<file path="src/rtl/sample_cache.sv">
// Sample packer: keeps the bytes of the active channel groups and packs them
// densely into memory words, exposing the partial word for cache transmission.
module sample_cache #(
    parameter int WIDTH = 32,
    localparam int L    = WIDTH / 8,
    localparam int FW   = (L > 1) ? $clog2(L) : 1,
    localparam int SW   = $clog2(2 * L) + 1
) (
    input  logic             clk_i,
    input  logic             rst_in,
    input  logic             stb_i,
    input  logic [WIDTH-1:0] smpls_i,
    input  logic [L-1:0]     cfg_i,
    input  logic             clr_i,
    output logic             cstb_o,
    output logic [WIDTH-1:0] q_o,
    output logic [WIDTH-1:0] cache_o,
    output logic [FW-1:0]    fill_o
);

    // stb_i qualifies smpls_i for exactly one cycle. There is no ready: every
    // sample is accepted, since one sample completes at most one word.

    logic [WIDTH-1:0]   cache;
    logic [WIDTH-1:0]   q;
    logic [FW-1:0]      fill;
    logic [L-1:0]       cfg_q;
    logic               cstb;

    logic               cfg_change;
    logic [WIDTH-1:0]   comp;
    logic [SW-1:0]      n;
    logic [FW-1:0]      base_fill;
    logic [WIDTH-1:0]   base_cache;
    logic [2*WIDTH-1:0] win;
    logic [SW-1:0]      s;
    logic [SW-1:0]      rest;
    logic               done;

    assign cfg_change = (cfg_i != cfg_q);

    // A configuration change starts from an empty cache so words never mix widths.
    assign base_fill  = cfg_change ? '0 : fill;
    assign base_cache = cfg_change ? '0 : cache;

    always_comb begin
        comp = '0;
        n    = '0;
        // Walk lanes from the top so the lowest active lane lands in byte 0.
        for (int g = L - 1; g >= 0; g--) begin
            if (cfg_i[g]) begin
                comp      = comp << 8;
                comp[7:0] = smpls_i[g*8 +: 8];
                n         = n + SW'(1);
            end
        end
    end

    always_comb begin
        win  = ({{WIDTH{1'b0}}, comp} << {base_fill, 3'b000})
             | {{WIDTH{1'b0}}, base_cache};
        s    = SW'(base_fill) + n;
        done = (s >= SW'(L));
        rest = s - SW'(L);
    end

    always_ff @(posedge clk_i or negedge rst_in) begin
        if (!rst_in) begin
            cache <= '0;
            q     <= '0;
            fill  <= '0;
            cfg_q <= '0;
            cstb  <= 1'b0;
        end else begin
            cstb <= 1'b0;
            if (cfg_change) begin
                cfg_q <= cfg_i;
            end
            if (clr_i) begin
                cache <= '0;
                fill  <= '0;
            end else if (stb_i && (n != '0)) begin
                if (done) begin
                    q     <= win[WIDTH-1:0];
                    cache <= win[2*WIDTH-1:WIDTH];
                    fill  <= rest[FW-1:0];
                    cstb  <= 1'b1;
                end else begin
                    cache <= win[WIDTH-1:0];
                    fill  <= s[FW-1:0];
                end
            end else if (cfg_change) begin
                cache <= '0;
                fill  <= '0;
            end
        end
    end

    assign cstb_o  = cstb;
    assign q_o     = q;
    assign cache_o = cache;
    assign fill_o  = fill;

endmodule

</file>
<file path="config.mk">
export PLATFORM = sky130hd
export DESIGN_NAME = sample_cache
export DESIGN_NICKNAME = d
export VERILOG_FILES = /design/src/rtl/sample_cache.sv
export SDC_FILE = /design/constraint.sdc
export NUM_CORES = 1
export LEC_CHECK = 0
export ABC_AREA = 1
export CORE_MARGIN = 2
export CORE_UTILIZATION = 50
export CTS_CLUSTER_SIZE = 10
export DETAILED_ROUTE_END_ITERATION = 7
export PLACE_DENSITY = 0.83
export SETUP_SLACK_MARGIN = 0.02
export SLEW_MARGIN = 5
export SYNTH_ARGS = -nofsm -noshare
export SYNTH_HDL_FRONTEND = slang
export SYNTH_SLANG_ARGS = --single-unit
</file>
<file path="constraint.sdc">
create_clock -name clk_i -period 5.06 [get_ports clk_i]
set_input_delay 1.518 -clock clk_i [delete_from_list [all_inputs] [get_ports clk_i]]
set_output_delay 1.518 -clock clk_i [all_outputs]
set_load 0.1 [all_outputs]
</file>
== Yosys cells after proc, flatten, opt, wreduce, memory -nomap -nowiden ==
Cells that the tools add are included.
Word-level totals
  flip-flop bits (word level): 71
  latch bits: 0
  memory bits (writable): 0
  ROM bits: 0
  input bits: 40
  output and inout port bits: 67
  logic and storage cells: 37
  memories kept: 0
Operators by class
  add/subtract/negate cells: 5
  $mul: 0
  divide/modulo/power cells: 0
  order comparisons: 1
  eq/ne operators: 1
  shift-type cells: 1
  mux-type cells: 19
  bitwise operators: 2
  reduce and logical (&&, ||, !) cells: 3
Operators with widths (count)
  32-bit two-way mux: 5
  64-bit by 32-bit bitwise OR with 64-bit output: 1
  32-bit by 5-bit left shift with 64-bit output: 1
  24-bit two-way mux: 1
  16-bit two-way mux: 1
  4-bit by 1-bit adder with 4-bit output (second input constant): 3
  4-bit two-way mux: 3
  2-bit two-way mux: 4
  8-bit two-way mux: 1
  2-bit by 4-bit adder with 4-bit output: 1
  4-bit by 3-bit greater-or-equal comparator with 1-bit output (second input constant): 1
  1-bit two-way mux: 4
  4-bit != test: 1
  4-bit nonzero test: 1
  3-bit AND reduction: 1
  2-bit by 1-bit subtractor with 2-bit output (second input constant): 1
  1-bit logical AND: 1
  1-bit NOT: 1

== Depth between registers and ports, before layout ==
Gate-level depths: netlist of the first run.
  word-level depth: 12
  depth in mapped cells: 24
  mapped depth without buffers: 21

== Worst setup path before layout of the first run ==
OpenSTA, ideal clock, no wires.
  kind: input -> register
  from: input cfg_i[2]
  to: register q[27] (netlist: q_o[27])
  library setup time: 77 ps
  arrival time: 4211 ps
  data required time: 4983 ps
  path slack: 772 ps
  cell stages on the path: 22
  path buffers: 3
  cell sequence: inv_2 buf_2 ha_1 xnor2_1 inv_1 ha_1 nand2_1 nand2_1 nand4_4 buf_1 nand2_1 inv_1 ha_1 inv_1 nor2_1 nand2_1 nand2_2 nand2_4 nand3_4 buf_2 nand2_1 o21ai_1
On the way
  cells in the longest elaborated chain, start to end: 8
RTL lines
  start, declared: line 13  | input logic [L-1:0] cfg_i,
  4-bit two-way mux: line 51  | if (cfg_i[g]) begin
  4-bit by 1-bit adder with 4-bit output: line 54  | n = n + SW'(1);
  4-bit two-way mux: line 51
  4-bit by 1-bit adder with 4-bit output: line 54
  4-bit two-way mux: line 51
  2-bit by 4-bit adder with 4-bit output or 4-bit nonzero test (tied branches): line 62, 82
  4-bit by 3-bit greater-or-equal comparator with 1-bit output or 1-bit logical AND (tied branches): line 63, 82
  3-bit AND reduction (no source line)
  end signal, assigned: line 84  | q <= win[WIDTH-1:0];
  end, declared: line 25  | logic [WIDTH-1:0] q;
Parallel ways exist; a longest one is shown, timed or not.
A chain may end at the register's enable or synchronous reset.

== Worst setup path in the final report of the first run ==
  from: input cfg_i[3]
  to: register q[6] (netlist: q_o[6])
On the way
  cells in the longest elaborated chain, start to end: 10
RTL lines (line)
  1-bit two-way mux: 51
  4-bit by 1-bit adder with 4-bit output: 54
  4-bit two-way mux: 51
  4-bit by 1-bit adder with 4-bit output: 54
  4-bit two-way mux: 51
  4-bit by 1-bit adder with 4-bit output: 54
  4-bit two-way mux: 51
  2-bit by 4-bit adder with 4-bit output or 4-bit nonzero test (tied branches): 62, 82
  4-bit by 3-bit greater-or-equal comparator with 1-bit output or 1-bit logical AND (tied branches): 63, 82
  3-bit AND reduction (no source line)
Parallel ways exist; a longest one is shown, timed or not.

==> results of run 1 <==
[final timing paths]
kind                           from     endpoint  slack, ns  cells past startpoint
max                        cfg_i[3]       q_o[6]       0.49                     22
min                         q_o[21]      q_o[21]       0.48                      2
max reg2reg                cfg_q[0]       q_o[6]       2.43                     17
min reg2reg                 q_o[21]      q_o[21]       0.48                      2
max in group asynchronous    rst_in   cache_o[4]       2.93                      2
min in group asynchronous    rst_in  cache_o[25]       1.13                      1
[stage by stage]
step	cells	instance area (um2)	hold slack (ns)
after detailed placement	1019	6160	0.465
after global routing	1035	6350	0.509
after CTS	1035	6350	0.488
final	1035	6350	0.484
after global placement	1019	6160	0.465
after floorplan	818	5100	0.853
[worst max-delay path: stages]
cell,delay [ns]
clkdlybuf4s50_1,0.48
inv_1,0.07
ha_1,0.30
xnor2_1,0.23
inv_1,0.08
ha_1,0.29
nand2_1,0.07
nand2_1,0.10
inv_1,0.09
nand2_1,0.07
nand2_1,0.07
inv_1,0.04
ha_1,0.16
inv_1,0.08
nor2_1,0.06
nand2_1,0.09
nand2_2,0.11
nand2_4,0.17
nand3_4,0.28
inv_4,0.31
nand2_1,0.10
nand2_1,0.07
[flip-flops by register name, indices dropped and copies added (netlist names)]
name and cells:
cache_o 32, cfg_q 4, cstb_o 1, q_o 32
fill_o 2
[final cells by class]
type | count | area (um2) | share of cell area (%)
clock buffers | 9 | 124 | 1.95
clock inverters | 7 | 61.3 | 0.966
inverters | 42 | 163 | 2.56
multi-input cells | 650 | 2870 | 45.2
flip-flops and latches | 71 | 1780 | 28.0
well taps | 133 | 166 | 2.62
repair buffers | 123 | 1180 | 18.7
[layout by cell type (no fill, tap or decap), types with 12 or more instances in the layout]
cell type        instances
inv_1                   34
nand2_1                338
dfrtp_1                 71
a21oi_1                 51
buf_4                   17
o21ai_0                 15
clkdlybuf4s50_1        105
o21ai_1                 12
nand3_1                140
nor2_1                  64
[where the power goes]
group          total [mW]  internal, mW  switching (mW)
Combinational        1.45         0.324            1.12
Sequential          0.741         0.677          0.0645
Clock               0.439         0.187           0.251
Total                2.63          1.19            1.44
[kinds of logic after synthesis]
logic type	Yosys count
compound gates	78
flops	71
xor+xnor	3
buf+inv	97
fa+ha+maj	7
simple gates	562
[routing by layer]
metal	vias up	track usage [%]	routed length (um)
li1	2776	-	-
met1	2577	36.7	6490
met4	0	9.43	430
met3	33	4.30	869
met2	183	46.9	7130
met5	-	0	0
==> run_results.csv, run 1 <==
group,metric,value,unit
logic_synthesis,synth_top_area_share,34.8,%
logic_synthesis,yosys.area_share.simple,46.4,%
die,ioPinCount,107,
sta,finalSetupViolCount,0,
logic_synthesis,synth.most_common_cell,"nand2_1",
run_status,status,"complete, no violations",
logic_synthesis,yosys.area.top_type,"dfrtp_1",
global_routing,grt_max_degree,50,
placed_design,hpwl,11300,um
cts,clock_latency,0.35,ns
final_layout,final_nets,944,
cts,cts.repair.resized,0,
logic_synthesis,synth_fa_ha_area_share,1.72,%
detailed_routing,vias,5569,
placed_design,gp_congestion,0.924,
sta,fin_crit,4.57,ns
sta,worst_slew_pin_slew,0.995,ns
power,powerDensity,414,nW/um2
detailed_routing,wl_per_cell,14.4,um
cts,cts_htree_levels,3,
logic_synthesis,netlist_top_cells_count,"338 x nand2_1, 140 x nand3_1, 71 x dfrtp_1, 64 x nor2_1, 51 x a21oi_1",
critical_path,crit_path_end_kind,"flip-flop",
final_layout,fill_cells,960,
cts,cts.sinks,71,
logic_synthesis,synth.ff_latch_count,71,
flow_run,maxCapViolCount,0,
detailed_routing,drtAntennaViolNets,0,
logic_synthesis,async_flop_share,100,%
die,core_area,9820,um2
sta,final.period_utilization,90.3,%
cts,ctsRootBufferMaster,"clkbuf_8",
sta,hold_violations,0,
sta,fmax,0.219,GHz
power,p_total,2.63,mW
detailed_routing,totalWireLength,14900,um
final_layout,drive_above_1_share,5.65,%
hold_path,hp-class,"reg -> reg",
cts,cts_tree,"built",
power,vdd_drop_max,0.474,mV
power,p_leak,3.20,nW
detailed_routing,drtIter0Drc,489,
logic_synthesis,syn_inst,818,
sta,fin_tns_setup,0,ns
cts,post-cts-setup-buffers,0,
placed_design,place_ws,0.191,ns
detailed_routing,drc,0,
critical_path,crit_type,"in -> reg",
cts,cts_buffers,9,
logic_synthesis,synth_edf_count,0,
global_routing,grt-ovfl-total,0,
detailed_routing,viasPerCell,5.38,
final_layout,diodes,0,
logic_synthesis,synthXorXnorAreaFrac,0.515,%
logic_synthesis,syn_nets,865,
global_routing,grt_pass1_vias,5214,
die,row_count,36,
logic_synthesis,ys_types,28,
global_routing,grt_use_total,27.9,%
die,die_w,105,um
sta,skew,0.0118,ns
global_routing,antenna_found_initial,0,
die,dieHeight,105,um
logic_synthesis,synth.area.mux_share,0,%
final_layout,post-route-util,64.6,%
placed_design,io_buffers,106,
logic_synthesis,synth_area,5100,um2
logic_synthesis,seq_area_frac_synth,34.8,%
die,start_util,51.9,%
sta,rsz0062_at_grt,"no",
cts,clockBufferDepth,2,
logic_synthesis,synth_area_leaders,"dfrtp_1 35%, nand2_1 25%, nand3_1 14%",
cts,path_clk_slew,0.09,ns
sta,final.setup.worst_slack,0.492,ns
logic_synthesis,yosysWarnings,0,
critical_path,critPathArrivalTime,4.85,ns
detailed_routing,drt_pass1_iterations,7,
logic_synthesis,synth-compound-area-share,7.65,%
logic_synthesis,synthFlopType,"dfrtp_1",
die,dieArea,11000,um2
global_routing,grt_first_pass_wirelength,25000,um
cts,ctsHoldBuffers,0,
final_layout,syn_to_final_growth,24.4,%
critical_path,crit_path_max_fanout,25,
logic_synthesis,synth_top_family_by_area,"simple AND/OR/NAND/NOR gates",
logic_synthesis,postSynthAreaPerCell,6.24,um2
critical_path,crit_path_start_kind,"primary input",
sta,slew_violations,0,
critical_path,cp.required,5.34,ns
sta,slew_headroom,33.4,%
No activity file was read; power rests on OpenSTA's default activity.
==> inputs of run 2 (changes only) <==
Settings changed: CTS_BUF_LIST set to sky130_fd_sc_hd__clkbuf_4 sky130_fd_sc_hd__clkbuf_8 sky130_fd_sc_hd__clkbuf_16, SETUP_SLACK_MARGIN 0.02 to 0.2.
==> results of run 2 <==
No change in the layout: final DEF, timing and power equal those of run 1.
